<file path="src/rtl/ldce_wr_seq_if.sv">
// ldce_wr_seq_if: request and latch-bank bus of the LDCE write sequencer.
//   S_VALID/S_READY/S_ADDR/S_DATA : word write request handshake
//   FLUSH                         : request to clear the whole latch bank
//   LD_D/LD_G/LD_GE/LD_CLR        : latch bank data, one-hot gate, gate enable, clear
//   DONE/ERR                      : completion pulse, out-of-range address pulse
// master = requester / observer side, slave = the sequencer.
interface ldce_wr_seq_if #(
  parameter int DATA_W = 8,
  parameter int ADDR_W = 3,
  parameter int DEPTH  = 8
);
  logic              S_VALID;
  logic              S_READY;
  logic [ADDR_W-1:0] S_ADDR;
  logic [DATA_W-1:0] S_DATA;
  logic              FLUSH;
  logic [DATA_W-1:0] LD_D;
  logic [DEPTH-1:0]  LD_G;
  logic              LD_GE;
  logic              LD_CLR;
  logic              DONE;
  logic              ERR;

  modport master (
    output S_VALID, S_ADDR, S_DATA, FLUSH,
    input  S_READY, LD_D, LD_G, LD_GE, LD_CLR, DONE, ERR
  );

  modport slave (
    input  S_VALID, S_ADDR, S_DATA, FLUSH,
    output S_READY, LD_D, LD_G, LD_GE, LD_CLR, DONE, ERR
  );
endinterface

</file>
<file path="src/rtl/ldce_wr_seq.sv">
// ldce_wr_seq: write sequencer for a bank of LDCE latches.
//   C   : clock, rising edge
//   CLR : asynchronous clear, active high (also clears the latch bank)
//   bus : ldce_wr_seq_if slave port (request handshake + latch bank drive)
// Each accepted write runs SETUP -> PULSE -> HOLD so D is stable around the
// gate pulse; FLUSH pulses LD_CLR for PULSE_CYC cycles. All bank-side
// outputs are registered; only S_READY is combinational (state and CLR).
module ldce_wr_seq #(
  parameter int DATA_W    = 8,
  parameter int ADDR_W    = 3,
  parameter int DEPTH     = 8,
  parameter int SETUP_CYC = 1,
  parameter int PULSE_CYC = 1,
  parameter int HOLD_CYC  = 1
) (
  input logic         C,
  input logic         CLR,
  ldce_wr_seq_if.slave bus
);

  localparam int MAX_SP  = (SETUP_CYC > PULSE_CYC) ? SETUP_CYC : PULSE_CYC;
  localparam int MAX_CYC = (MAX_SP > HOLD_CYC) ? MAX_SP : HOLD_CYC;
  localparam int CNT_W   = (MAX_CYC > 1) ? $clog2(MAX_CYC) : 1;

  typedef enum logic [2:0] {IDLE, SETUP, PULSE, HOLD, FLUSHING} state_t;

  state_t            state, state_nx;
  logic [CNT_W-1:0]  cnt, cnt_nx;
  logic [ADDR_W-1:0] addr_q, addr_nx;
  logic [DATA_W-1:0] ld_d, ld_d_nx;
  logic [DEPTH-1:0]  ld_g, ld_g_nx;
  logic              ld_ge, ld_ge_nx;
  logic              ld_clr, ld_clr_nx;
  logic              done, done_nx;
  logic              err, err_nx;
  logic              s_ready;
  logic              in_range;

  assign s_ready  = (state == IDLE) & ~CLR;
  // DEPTH <= 2**ADDR_W, so one extra bit always holds DEPTH.
  assign in_range = ({1'b0, addr_q} < (ADDR_W+1)'(DEPTH));

  // cnt counts down the remaining cycles of the current phase; a phase
  // ends on the edge where cnt is 0.
  always_comb begin
    state_nx  = state;
    cnt_nx    = cnt;
    addr_nx   = addr_q;
    ld_d_nx   = ld_d;
    ld_g_nx   = '0;
    ld_ge_nx  = 1'b0;
    ld_clr_nx = 1'b0;
    done_nx   = 1'b0;
    err_nx    = 1'b0;
    unique case (state)
      IDLE: begin
        if (bus.FLUSH) begin
          state_nx  = FLUSHING;
          cnt_nx    = CNT_W'(PULSE_CYC - 1);
          ld_clr_nx = 1'b1;
        end else if (bus.S_VALID && s_ready) begin
          state_nx = SETUP;
          cnt_nx   = CNT_W'(SETUP_CYC - 1);
          addr_nx  = bus.S_ADDR;
          ld_d_nx  = bus.S_DATA;
        end
      end
      SETUP: begin
        if (cnt == '0) begin
          state_nx = PULSE;
          cnt_nx   = CNT_W'(PULSE_CYC - 1);
          if (in_range) begin
            ld_g_nx  = DEPTH'(1) << addr_q;
            ld_ge_nx = 1'b1;
          end else begin
            err_nx = 1'b1;
          end
        end else begin
          cnt_nx = cnt - 1'b1;
        end
      end
      PULSE: begin
        if (cnt == '0) begin
          state_nx = HOLD;
          cnt_nx   = CNT_W'(HOLD_CYC - 1);
        end else begin
          cnt_nx   = cnt - 1'b1;
          ld_g_nx  = ld_g;
          ld_ge_nx = ld_ge;
        end
      end
      HOLD: begin
        if (cnt == '0) begin
          state_nx = IDLE;
          done_nx  = 1'b1;
        end else begin
          cnt_nx = cnt - 1'b1;
        end
      end
      FLUSHING: begin
        if (cnt == '0) begin
          state_nx = IDLE;
          done_nx  = 1'b1;
        end else begin
          cnt_nx    = cnt - 1'b1;
          ld_clr_nx = 1'b1;
        end
      end
      default: state_nx = IDLE;
    endcase
  end

  // LD_CLR resets to 1 so the bank is cleared until the first edge after CLR.
  always_ff @(posedge C or posedge CLR) begin
    if (CLR) begin
      state  <= IDLE;
      cnt    <= '0;
      addr_q <= '0;
      ld_d   <= '0;
      ld_g   <= '0;
      ld_ge  <= 1'b0;
      ld_clr <= 1'b1;
      done   <= 1'b0;
      err    <= 1'b0;
    end else begin
      state  <= state_nx;
      cnt    <= cnt_nx;
      addr_q <= addr_nx;
      ld_d   <= ld_d_nx;
      ld_g   <= ld_g_nx;
      ld_ge  <= ld_ge_nx;
      ld_clr <= ld_clr_nx;
      done   <= done_nx;
      err    <= err_nx;
    end
  end

  assign bus.S_READY = s_ready;
  assign bus.LD_D    = ld_d;
  assign bus.LD_G    = ld_g;
  assign bus.LD_GE   = ld_ge;
  assign bus.LD_CLR  = ld_clr;
  assign bus.DONE    = done;
  assign bus.ERR     = err;

endmodule

</file>
<file path="src/flat_wrapper.sv">
// flat-port wrapper written by rule: the top's interface ports become plain ports
module ldce_wr_seq_flat 
#(
  parameter int DATA_W    = 8,
  parameter int ADDR_W    = 3,
  parameter int DEPTH     = 8,
  parameter int SETUP_CYC = 1,
  parameter int PULSE_CYC = 1,
  parameter int HOLD_CYC  = 1
)
  (C, CLR, bus_S_VALID, bus_S_ADDR, bus_S_DATA, bus_FLUSH, bus_S_READY, bus_LD_D, bus_LD_G, bus_LD_GE, bus_LD_CLR, bus_DONE, bus_ERR);
  ldce_wr_seq_if #(.DATA_W(DATA_W), .ADDR_W(ADDR_W), .DEPTH(DEPTH)) bus_i ();
  input logic C;
  input logic CLR;
  input wire logic [$bits(bus_i.S_VALID)-1:0] bus_S_VALID;
  input wire logic [$bits(bus_i.S_ADDR)-1:0] bus_S_ADDR;
  input wire logic [$bits(bus_i.S_DATA)-1:0] bus_S_DATA;
  input wire logic [$bits(bus_i.FLUSH)-1:0] bus_FLUSH;
  output wire logic [$bits(bus_i.S_READY)-1:0] bus_S_READY;
  output wire logic [$bits(bus_i.LD_D)-1:0] bus_LD_D;
  output wire logic [$bits(bus_i.LD_G)-1:0] bus_LD_G;
  output wire logic [$bits(bus_i.LD_GE)-1:0] bus_LD_GE;
  output wire logic [$bits(bus_i.LD_CLR)-1:0] bus_LD_CLR;
  output wire logic [$bits(bus_i.DONE)-1:0] bus_DONE;
  output wire logic [$bits(bus_i.ERR)-1:0] bus_ERR;
  assign bus_i.S_VALID = bus_S_VALID;
  assign bus_i.S_ADDR = bus_S_ADDR;
  assign bus_i.S_DATA = bus_S_DATA;
  assign bus_i.FLUSH = bus_FLUSH;
  assign bus_S_READY = bus_i.S_READY;
  assign bus_LD_D = bus_i.LD_D;
  assign bus_LD_G = bus_i.LD_G;
  assign bus_LD_GE = bus_i.LD_GE;
  assign bus_LD_CLR = bus_i.LD_CLR;
  assign bus_DONE = bus_i.DONE;
  assign bus_ERR = bus_i.ERR;
  ldce_wr_seq #(.DATA_W(DATA_W), .ADDR_W(ADDR_W), .DEPTH(DEPTH), .SETUP_CYC(SETUP_CYC), .PULSE_CYC(PULSE_CYC), .HOLD_CYC(HOLD_CYC)) u_core (.C(C), .CLR(CLR), .bus(bus_i));
endmodule
</file>
<file path="config.mk">
export PLATFORM = sky130hd
export DESIGN_NAME = ldce_wr_seq_flat
export DESIGN_NICKNAME = d
export VERILOG_FILES = /design/src/rtl/ldce_wr_seq_if.sv /design/src/rtl/ldce_wr_seq.sv /design/src/flat_wrapper.sv
export SDC_FILE = /design/constraint.sdc
export NUM_CORES = 1
export LEC_CHECK = 0
export CAP_MARGIN = 20
export CORE_UTILIZATION = 41
export CTS_BUF_LIST = sky130_fd_sc_hd__clkbuf_8
export DETAILED_ROUTE_END_ITERATION = 6
export HOLD_SLACK_MARGIN = 0.06
export PLACE_DENSITY = 0.86
export SKIP_CTS_REPAIR_TIMING = 1
export SLEW_MARGIN = 20
export SYNTH_ARGS = -nofsm -noshare
export SYNTH_HDL_FRONTEND = slang
export SYNTH_SLANG_ARGS = --single-unit
</file>
<file path="constraint.sdc">
create_clock -name C -period 1.45 [get_ports C]
set_input_delay 0.3625 -clock C [delete_from_list [all_inputs] [get_ports C]]
set_output_delay 0.3625 -clock C [all_outputs]
set_load 0.05 [all_outputs]
</file>
; Word-level counts from Yosys, hierarchy flattened
; Index checks and enable logic that the tools add are counted.
[totals]
register_bits = 26
out_inout_bits = 21
word_cells = 49
[op_classes]
n_addsub = 1
eq_ne = 8
n_shift = 1
n_mux = 20
n_bitwise = 3
n_reduce_logical = 8
[op_table]
columns = operator, count
row1 = $mux 8, 2
row2 = $pmux 8 s2, 1
row3 = $mux 3, 5
row4 = $pmux 3 s4, 1
row5 = $mux 1, 8
row6 = $shl 1x3->8 const A, 1
row7 = $eq 3x2->1 const B, 2
row8 = $ne 2x2->1 const B, 3
row9 = $pmux 1 s2, 3
row10 = $reduce_and 4->1, 1
row11 = $reduce_or 4->1, 1
row12 = $eq 3x1->1 const B, 1
row13 = $eq 3x3->1 const B, 1
row14 = $logic_not 3->1, 1
row15 = $ne 3x3->1 const B, 1
row16 = $reduce_and 3->1, 1
row17 = $not 1->1, 2
row18 = $reduce_and 2->1, 1
row19 = $reduce_bool 2->1, 1
row20 = $reduce_or 2->1, 1
row21 = $and 1x1->1, 1
row22 = $logic_and 1x1->1, 1
row23 = $sub 1x1->1 const B, 1

; Longest topological paths before layout
; Gate-level depths: netlist (run 1).
[logic_depth]
ltp_word = 6
depth_mapped = 5

; Worst setup path before layout (run 1)
; OpenSTA, ideal clock, no wires.
[synth_path]
kind = register to register
start = reg u_core.state[0]
end = reg u_core.addr_q[0]
t_arrival_ns = 1.850
t_required_ns = 1.325
slack_ns = -0.525
stages_incl_launch_ff = 6
synth_period_minus_slack_ns = 1.975
cell_sequence = dfrtp_1 buf_2 nor4_4 nand3b_2 buf_6 mux2_4
[synth_via]
elab_chain_len = 4
[synth_lines]
columns = item, line
row1 = "start, declared", ldce_wr_seq.sv:27  ; state_t state, state_nx;
row2 = "start signal, assigned", ldce_wr_seq.sv:126  ; state <= state_nx;
row3 = $logic_not 3->1, ldce_wr_seq.sv:39  ; assign s_ready = (state == IDLE) & ~CLR;
row4 = $and 1x1->1, ldce_wr_seq.sv:39
row5 = net bus_S_READY, flat_wrapper.sv:19  ; output wire logic [$bits(bus_i.S_READY)-1:0] bus_S_READY;
row6 = $logic_and 1x1->1, ldce_wr_seq.sv:61  ; end else if (bus.S_VALID && s_ready) begin
row7 = $reduce_and 3->1 (no source line), --
row8 = "end signal, assigned", ldce_wr_seq.sv:128  ; addr_q <= addr_nx;
row9 = "end, declared", ldce_wr_seq.sv:29  ; logic [ADDR_W-1:0] addr_q, addr_nx;
; The timed path passes the listed nets, and every way through them passes these cells.
; A chain may end at the register's enable or synchronous reset.

; Final worst setup path (run 1)
[layout_path]
start = in CLR
end = out bus_S_READY
[layout_via]
elab_chain_len = 2
[layout_lines]
columns = item, line
row1 = "start, declared", flat_wrapper.sv:14  ; input logic CLR;
row2 = $not 1->1, ldce_wr_seq.sv:39
row3 = $and 1x1->1, ldce_wr_seq.sv:39
row4 = "end, declared", flat_wrapper.sv:19
; No other way between the ends.

==> impl_metrics.py, run 1 <==
metrics = {
    "status": {
        "outcome": "finished, violations left",
        "violations": "negative setup slack",
    },
    "yosys": {
        "avgSynthCellArea_um2": 14.5,
        "syn_nets": 83,
        "netlist_area_um2": 988,
        "yosysWarningCount": 0,
        "ys_seq_area_share_pct": 63.4,
        "ys_ff_latch": 25,
        "netlist_instances": 68,
        "yosys.cell_types.count": 20,
    },
    "cts": {
        "clk_pin_slew_ns": 0.09,
        "numCtsBuffers": 3,
        "cts_tree": "yes",
        "cts.path.max_buffers": 2,
        "cts.sinks": 25,
        "h-tree-depth": 1,
        "root_buffer": "clkbuf_8",
        "worstSkewPairLatency_ns": 0.27,
    },
    "place": {
        "dp_hpwl_mm": 1.37,
        "io_buffers": 34,
        "gp_congestion": 0.776,
        "dpl_cell_area_mm2": 0.00159,
        "post-place-ws_ns": -0.484,
    },
    "final_layout": {
        "nets": 123,
        "syn_to_final_growth_pct": 66.3,
        "layout-drive-gt1-share_pct": 42.1,
        "diodes": 0,
        "postLayoutCellArea_mm2": 0.00164,
    },
    "timing": {
        "setup_slack_ns": -0.290,
        "clock_skew_ns": 0.00193,
        "period_share_pct": 120,
        "grt_setup_unrepaired": "yes",
        "setup_viol": 12,
        "hold_viol_final": 0,
        "period_minus_slack_ns": 1.74,
        "slew_viol_final": 0,
        "fmax_mhz": 575,
    },
    "floorplan": {
        "fp.dieH_um": 51.1,
        "design.die.area_mm2": 0.00261,
        "rows": 17,
        "die_w_um": 51.1,
        "core_area_mm2": 0.00223,
        "start_util_pct": 44.3,
        "io_pins": 36,
    },
    "grt": {
        "first_global_vias": 669,
        "met3_usage_pct": 3.57,
        "grt_use_met2_pct": 28.9,
        "grt_pass1_wl_mm": 3.12,
        "overflow": 0,
        "grt_max_degree": 26,
        "met1_usage_pct": 19.8,
        "grt.total_usage_pct": 16.8,
        "antenna_found_initial": 0,
        "busiest_layer": "met2",
    },
    "route": {
        "routed_wl_mm": 1.89,
        "drt_iter0_drc": 16,
        "via_per_inst": 4.84,
        "dr.pass1.iters": 4,
        "drc": 0,
        "wire_per_inst_um": 14.0,
        "ant_nets": 0,
        "vias": 653,
    },
    "critical_path": {
        "startpoint_type": "input port",
        "rrSetupSlack_ns": -0.06,
        "worstPathArrival_ns": 1.38,
        "worstSetupPathType": "input port to output pin",
        "end_kind": "output pin",
        "required_ns": 1.09,
        "cp_max_fo": 2,
    },
    "pwr": {
        "total_power_uw": 3620,
        "pwr_density_cell_mw_per_mm2": 2200,
        "total_leakage_power_uw": 0.000766,
        "vdd_ir_drop_max_mv": 1.67,
    },
    "hold_path": {
        "min_path_type": "input port to asynchronous set/reset pin",
    },
    "flow_run": {
        "maxCapViolations": 0,
    },
}
cells in the mapped netlist:
master    number  share of area, %
conb_1         1              0.38
buf_6          2               2.3
mux2_2         2               2.3
nor3_1         2               1.0
nand2b_1       4               2.5
a211oi_1       1              0.76
nor4b_1        2               1.8
nor2_1         7               2.7
inv_1          2              0.76
nand2_1        3               1.1
dfrtp_1       24                61
buf_4          1              0.76
mux2_4         9                14
dfstp_2        1               2.7
nand3b_2       1               1.1
buf_2          2               1.0
nor3b_1        1              0.76
nor4_4         1               2.2
o22ai_1        1              0.63
xnor2_1        1              0.89
where the power goes:
| part | total [µW] | internal (µW) | switching (µW) |
|---|---|---|---|
| registers | 1210 | 943 | 271 |
| clock network | 421 | 195 | 226 |
| logic | 1980 | 1040 | 944 |
| total | 3620 | 2180 | 1440 |
cell type report:
| cell class | instances | area (µm²) |
|---|---|---|
| clock buffer | 3 | 41.3 |
| clock inverter | 1 | 7.51 |
| fill | 146 | 589 |
| inverter | 2 | 7.51 |
| multi-input combinational | 36 | 328 |
| sequential | 25 | 627 |
| tap | 28 | 35.0 |
| timing repair buffer | 40 | 598 |
sequential cells by signal, summed over array words and instances, names as in the netlist:
register,flops
u_core.bus.DONE,1
u_core.addr_q,3
u_core.bus.LD_GE,1
u_core.bus.LD_CLR,1
u_core.bus.LD_D,8
u_core.bus.LD_G,8
u_core.state,3
stage by stage:
stage               instances  utilization (%)  hold slack (ns)  TNS (ns)
CTS                       135             73.4            0.515     -2.43
finish                    135             73.6            0.511    -0.982
global placement          131             71.2            0.511     -5.26
detailed placement        131             71.2            0.529     -5.97
floorplan                  68                -            0.389     -5.79
global route              135             73.6            0.525     -2.03
worst max-delay path, stage by stage:
cell	delay [ns]
clkdlybuf4s50_1	0.47
nor4_4	0.23
buf_4	0.19
buf_12	0.13
layout by cell type (no fill, tap or decap), drive strengths merged:
master	n
mux2	11
nor3	2
nor4	1
dfrtp	24
a211oi	1
nand3b	1
dfstp	1
nor4b	2
clkbuf	3
buf	26
clkdlybuf4s50	14
nand2b	4
nor3b	1
xnor2	1
nand2	3
o22ai	1
inv	2
conb	1
clkinvlp	1
nor2	7
cells by family after synthesis:
family                 after synthesis  share of synthesized area [%]
buffers and inverters                7                           4.81
XOR/XNOR                             1                          0.886
AO/OA/AOI/OAI                        2                           1.39
flip-flops                          25                           63.4
AND/OR/NAND/NOR                     21                           13.2
other                                1                          0.379
multiplexers                        11                           15.9
layer usage:
layer  part of all wire [%]  vias to the layer above
li1                       -                      298
met1                     41                      317
met2                     51                       35
met3                    6.6                        3
met4                    1.7                        0
met5                      0                        -
worst paths after layout:
kind                                       start                 end  depth (start not counted)
worst max-delay path                         CLR         bus_S_READY                          4
worst min-delay path                         CLR  u_core.bus.LD_D[7]                          3
worst max register to register   u_core.state[2]  u_core.bus.LD_D[4]                          3
worst min register to register  u_core.addr_q[1]  u_core.bus.LD_G[4]                          1
max in group asynchronous                    CLR   u_core.bus.LD_CLR                          3
min in group C                  u_core.addr_q[1]  u_core.bus.LD_G[4]                          1
Power figures use the tool's default switching activity.
==> run 2, diff against run 1 <==
--- a/config.mk
+++ b/config.mk
@@ -6,6 +6,7 @@
 export NUM_CORES = 1
 export LEC_CHECK = 0
 export CAP_MARGIN = 20
+export CORE_MARGIN = 5
 export CORE_UTILIZATION = 41
 export CTS_BUF_LIST = sky130_fd_sc_hd__clkbuf_8
 export DETAILED_ROUTE_END_ITERATION = 6
==> run 2 against run 1 <==
Sequential power is essentially flat. Final cell count increased by 2.2%. Wire length grew 19%. Worst setup slack better by 0.059 ns. Critical path depth down 1. Die area rose by 34%. Core utilization grew 1.2 points. Non-clock buffer count rose by 2. Maximum frequency grew 3.5%. The run still ends with negative setup slack left. Global-route usage down 3.7 points.
==> impl_metrics.py, run 2 (synthesized netlist as in run 1, its figures left out) <==
metrics = {
    "place": {
        "post-place-ws_ns": -0.506,
        "dpl_cell_area_mm2": 0.00159,
        "gp_congestion": 0.776,
        "io_buffers": 34,
        "dp_hpwl_mm": 1.61,
    },
    "critical_path": {
        "end_kind": "output pin",
        "startpoint_type": "flip-flop",
        "worstSetupPathType": "flip-flop to output pin",
        "critPathMaxStageDelay_ns": 0.43,
        "critPathSlowestCell": "dfrtp_1",
        "worstPathArrival_ns": 1.32,
        "path_depth": 3,
        "r2r.worst_path.cells": 4,
        "path_buf_inv": 2,
        "required_ns": 1.09,
        "crit_chain": "nor4_4, buf_4, buf_12",
        "cp_max_fo": 2,
        "cp_top_family": "flip-flops",
    },
    "floorplan": {
        "core_area_mm2": 0.00225,
        "io_pins": 36,
        "die_w_um": 59.1,
        "start_util_pct": 43.8,
        "rows": 17,
        "design.die.area_mm2": 0.00349,
        "fp.dieH_um": 59.1,
    },
    "cts": {
        "h-tree-depth": 1,
        "cts_tree": "yes",
        "worstSkewPairLatency_ns": 0.27,
        "cts.path.max_buffers": 2,
        "cts.sinks": 25,
        "numCtsBuffers": 3,
        "root_buffer": "clkbuf_8",
        "clk_pin_slew_ns": 0.09,
    },
    "grt": {
        "first_global_vias": 728,
        "grt_max_degree": 22,
        "grt.total_usage_pct": 13.2,
        "overflow": 0,
        "grt_pass1_wl_mm": 3.39,
        "antenna_found_initial": 0,
    },
    "timing": {
        "period_minus_slack_ns": 1.68,
        "period_share_pct": 116,
        "grt_setup_unrepaired": "yes",
        "clock_skew_ns": 0.00487,
        "hold_viol_final": 0,
        "setup_tns_ns": -1.21,
        "slew_viol_final": 0,
        "setup_slack_ns": -0.231,
        "setup_viol": 12,
        "fmax_mhz": 595,
    },
    "pwr": {
        "pwr_density_cell_mw_per_mm2": 2170,
        "vdd_ir_drop_max_mv": 1.75,
        "total_leakage_power_uw": 0.000805,
    },
    "route": {
        "wire_per_inst_um": 16.2,
        "vias": 653,
        "ant_nets": 0,
        "dr.pass1.iters": 4,
        "drt_iter0_drc": 12,
        "via_per_inst": 4.73,
        "drc": 0,
        "routed_wl_mm": 2.24,
    },
    "status": {
        "outcome": "finished, violations left",
        "violations": "negative setup slack",
    },
    "flow_run": {
        "maxCapViolations": 0,
    },
    "final_layout": {
        "final_common_cell": "dfrtp_1",
        "utilization_pct": 74.8,
        "final_cell_mix": "dfrtp_1 (24), buf_12 (21), clkdlybuf4s50_1 (13), mux2_4 (9)",
        "nets": 126,
        "diodes": 0,
        "layout-drive-gt1-share_pct": 44.5,
        "postLayoutCellArea_mm2": 0.00169,
        "syn_to_final_growth_pct": 70.6,
    },
    "hold_path": {
        "min_path_type": "input port to asynchronous set/reset pin",
    },
}
run 2: changes by cell type in the layout (fill, tap and decap cells not counted):
cell	before	now
clkdlybuf4s50_1	14	13
a211oi_1	1	0
nand3b_4	1	2
buf_4	5	7
a211oi_2	0	1
dlymetal6s2s_1	0	1
run 2: area by class of cell:
type | instances | area, µm²
clock buffer | 3 | 41.3
inverter | 2 | 7.51
sequential | 25 | 627
tap | 28 | 35.0
clock inverter | 1 | 7.51
timing repair buffer | 42 | 616
fill | 146 | 568
multi-input combinational | 37 | 353
run 2: metrics by stage:
stage | cells | hold slack, ns | power [µW]
floorplan | 68 | 0.389 | 2210
global placement | 131 | 0.510 | 3140
detailed placement | 131 | 0.516 | 3210
CTS | 135 | 0.429 | 3630
global route | 138 | 0.135 | 3820
finish | 138 | 0.122 | 3660
run 2: worst paths after layout:
path | from | to | slack, ns
worst max-delay path | u_core.state[2] | bus_S_READY | -0.23
worst min-delay path | CLR | u_core.bus.LD_D[6] | 0.12
worst max register to register | u_core.state[2] | u_core.addr_q[1] | -0.10
worst min register to register | u_core.addr_q[1] | u_core.bus.LD_G[4] | 0.53
min in group C | u_core.addr_q[1] | u_core.bus.LD_G[4] | 0.53
max in group asynchronous | CLR | u_core.bus.LD_G[1] | 0.95
run 2: power by group:
part	total, µW	internal, µW	switching, µW	leakage [µW]
Combinational	2040	1070	972	0.000464
Clock	408	194	213	0.0000217
Sequential	1210	943	266	0.000320
Total	3660	2210	1450	0.000805
run 2: routing by layer:
metal	routed length (µm)	GRT usage, %	part of all wire [%]	vias to the layer above
met5	0	0	0	-
met1	793	13.3	35	311
met2	1240	25.1	55	30
met4	39	4.85	1.7	0
li1	-	-	-	305
met3	166	3.92	7.4	7
==> run 3, diff against run 2 <==
--- a/config.mk
+++ b/config.mk
@@ -7,11 +7,11 @@
 export LEC_CHECK = 0
 export CAP_MARGIN = 20
 export CORE_MARGIN = 5
-export CORE_UTILIZATION = 41
+export CORE_UTILIZATION = 40
 export CTS_BUF_LIST = sky130_fd_sc_hd__clkbuf_8
 export DETAILED_ROUTE_END_ITERATION = 6
 export HOLD_SLACK_MARGIN = 0.06
-export PLACE_DENSITY = 0.86
+export PLACE_DENSITY = 0.85
 export SKIP_CTS_REPAIR_TIMING = 1
 export SLEW_MARGIN = 20
 export SYNTH_ARGS = -nofsm -noshare
==> run 3 against run 2 <==
The flow still finishes with violations (negative setup slack). Via count decreased by 0.46%. Sequential power barely moved. Critical path depth is the same. Core utilization fell by 5.4 points. Count of clock-buffer cells in the layout did not move. Combinational power is essentially flat. Critical path type unchanged. Critical endpoint unchanged.
==> impl_metrics.py, run 3 (synthesized netlist as in run 1, its figures left out) <==
metrics = {
    "status": {
        "outcome": "finished, violations left",
        "violations": "negative setup slack",
    },
    "cts": {
        "numCtsBuffers": 3,
        "clk_pin_slew_ns": 0.09,
        "cts.sinks": 25,
        "h-tree-depth": 1,
        "root_buffer": "clkbuf_8",
        "cts_tree": "yes",
        "cts.path.max_buffers": 2,
        "worstSkewPairLatency_ns": 0.27,
    },
    "pwr": {
        "pwr_density_cell_mw_per_mm2": 2180,
        "vdd_ir_drop_max_mv": 1.63,
        "total_leakage_power_uw": 0.000798,
        "total_power_uw": 3640,
    },
    "timing": {
        "period_minus_slack_ns": 1.66,
        "clock_skew_ns": 0.00826,
        "hold_viol_final": 0,
        "fin_hold_ws_ns": 0.182,
        "grt_setup_unrepaired": "yes",
        "setup_slack_ns": -0.211,
        "slew_viol_final": 0,
        "fmax_mhz": 602,
        "period_share_pct": 115,
        "setup_viol": 12,
    },
    "route": {
        "drc": 0,
        "ant_nets": 0,
        "dr.pass1.iters": 3,
        "wire_per_inst_um": 14.4,
        "drt_iter0_drc": 4,
        "via_per_inst": 4.64,
        "vias": 650,
        "routed_wl_mm": 2.01,
    },
    "final_layout": {
        "nets": 126,
        "finalNonFillerCells": 140,
        "final_common_cell": "dfrtp_1",
        "diodes": 0,
        "syn_to_final_growth_pct": 69.1,
        "fillers": 159,
        "layout-drive-gt1-share_pct": 43.6,
        "postLayoutCellArea_mm2": 0.00167,
        "final_cell_mix": "dfrtp_1 (24), buf_12 (20), clkdlybuf4s50_1 (13), mux2_4 (9), buf_4 (8)",
    },
    "place": {
        "io_buffers": 34,
        "gp_congestion": 0.691,
        "post-place-ws_ns": -0.505,
        "dp.cells": 134,
        "dp_hpwl_mm": 1.59,
        "dpl_cell_area_mm2": 0.00159,
    },
    "grt": {
        "grt_max_degree": 17,
        "overflow": 0,
        "antenna_found_initial": 0,
        "first_global_vias": 690,
        "grt_pass1_wl_mm": 3.27,
        "grt.total_usage_pct": 12.6,
    },
    "critical_path": {
        "worstSetupPathType": "flip-flop to output pin",
        "r2r_start": "u_core.state[0]",
        "cp_max_fo": 3,
        "r2r.worst_path.cells": 4,
        "required_ns": 1.09,
        "end_kind": "output pin",
        "r2r_end": "u_core.addr_q[0]",
        "rrSetupSlack_ns": -0.07,
        "worstPathArrival_ns": 1.30,
        "startpoint_type": "flip-flop",
    },
    "floorplan": {
        "die_w_um": 59.7,
        "rows": 18,
        "io_pins": 36,
        "design.die.area_mm2": 0.00357,
        "fp.dieH_um": 59.7,
        "start_util_pct": 41.0,
        "core_area_mm2": 0.00241,
    },
    "flow_run": {
        "maxCapViolations": 0,
    },
    "hold_path": {
        "min_path_type": "input port to asynchronous set/reset pin",
    },
}
## run 3: worst max-delay path by stage
stage	startpoint	to	slack, ns	cells after the start
global route	u_core.state[2]	bus_S_READY	-0.28	3
finish	u_core.state[0]	bus_S_READY	-0.21	3
floorplan	u_core.state[2]	u_core.addr_q[0]	-0.51	5
global placement	CLR	u_core.bus.LD_D[3]	-0.42	4
CTS	CLR	bus_S_READY	-0.44	4
detailed placement	CLR	u_core.bus.LD_D[4]	-0.51	4
## run 3: through the flow
stage | setup TNS, ns | util [%]
floorplan | -5.79 | -
global route | -1.68 | 69.4
global placement | -5.30 | 65.9
CTS | -2.90 | 67.9
finish | -0.747 | 69.4
detailed placement | -6.26 | 65.9
## run 3: critical path, cell delays in order, from the launching register on
cell and delay [ns]:
dfrtp_1 0.44, nor4_4 0.29, buf_4 0.17, buf_12 0.13
## run 3: layout make-up
cell class / instances / area, µm² / share of cell area [%]
flip-flops and latches: 25 / 627 / 37.5
well taps: 30 / 37.5 / 2.25
clock buffers: 3 / 41.3 / 2.47
clock inverters: 1 / 7.51 / 0.449
repair buffers: 42 / 603 / 36.1
multi-input cells: 37 / 348 / 20.8
inverters: 2 / 7.51 / 0.449
## run 3: per-layer routing
metal / GRT usage (%) / up-vias / wire length [µm]
met4: 7.59 / 0 / 72
met5: 0 / - / 0
met1: 14.1 / 300 / 718
met2: 20.2 / 35 / 1020
li1: - / 308 / -
met3: 4.75 / 7 / 203
## run 3: where the power goes
| part | total [µW] | switching, µW | internal [µW] |
|---|---|---|---|
| combinational | 2020 | 970 | 1050 |
| sequential | 1210 | 267 | 944 |
| clock | 406 | 212 | 194 |
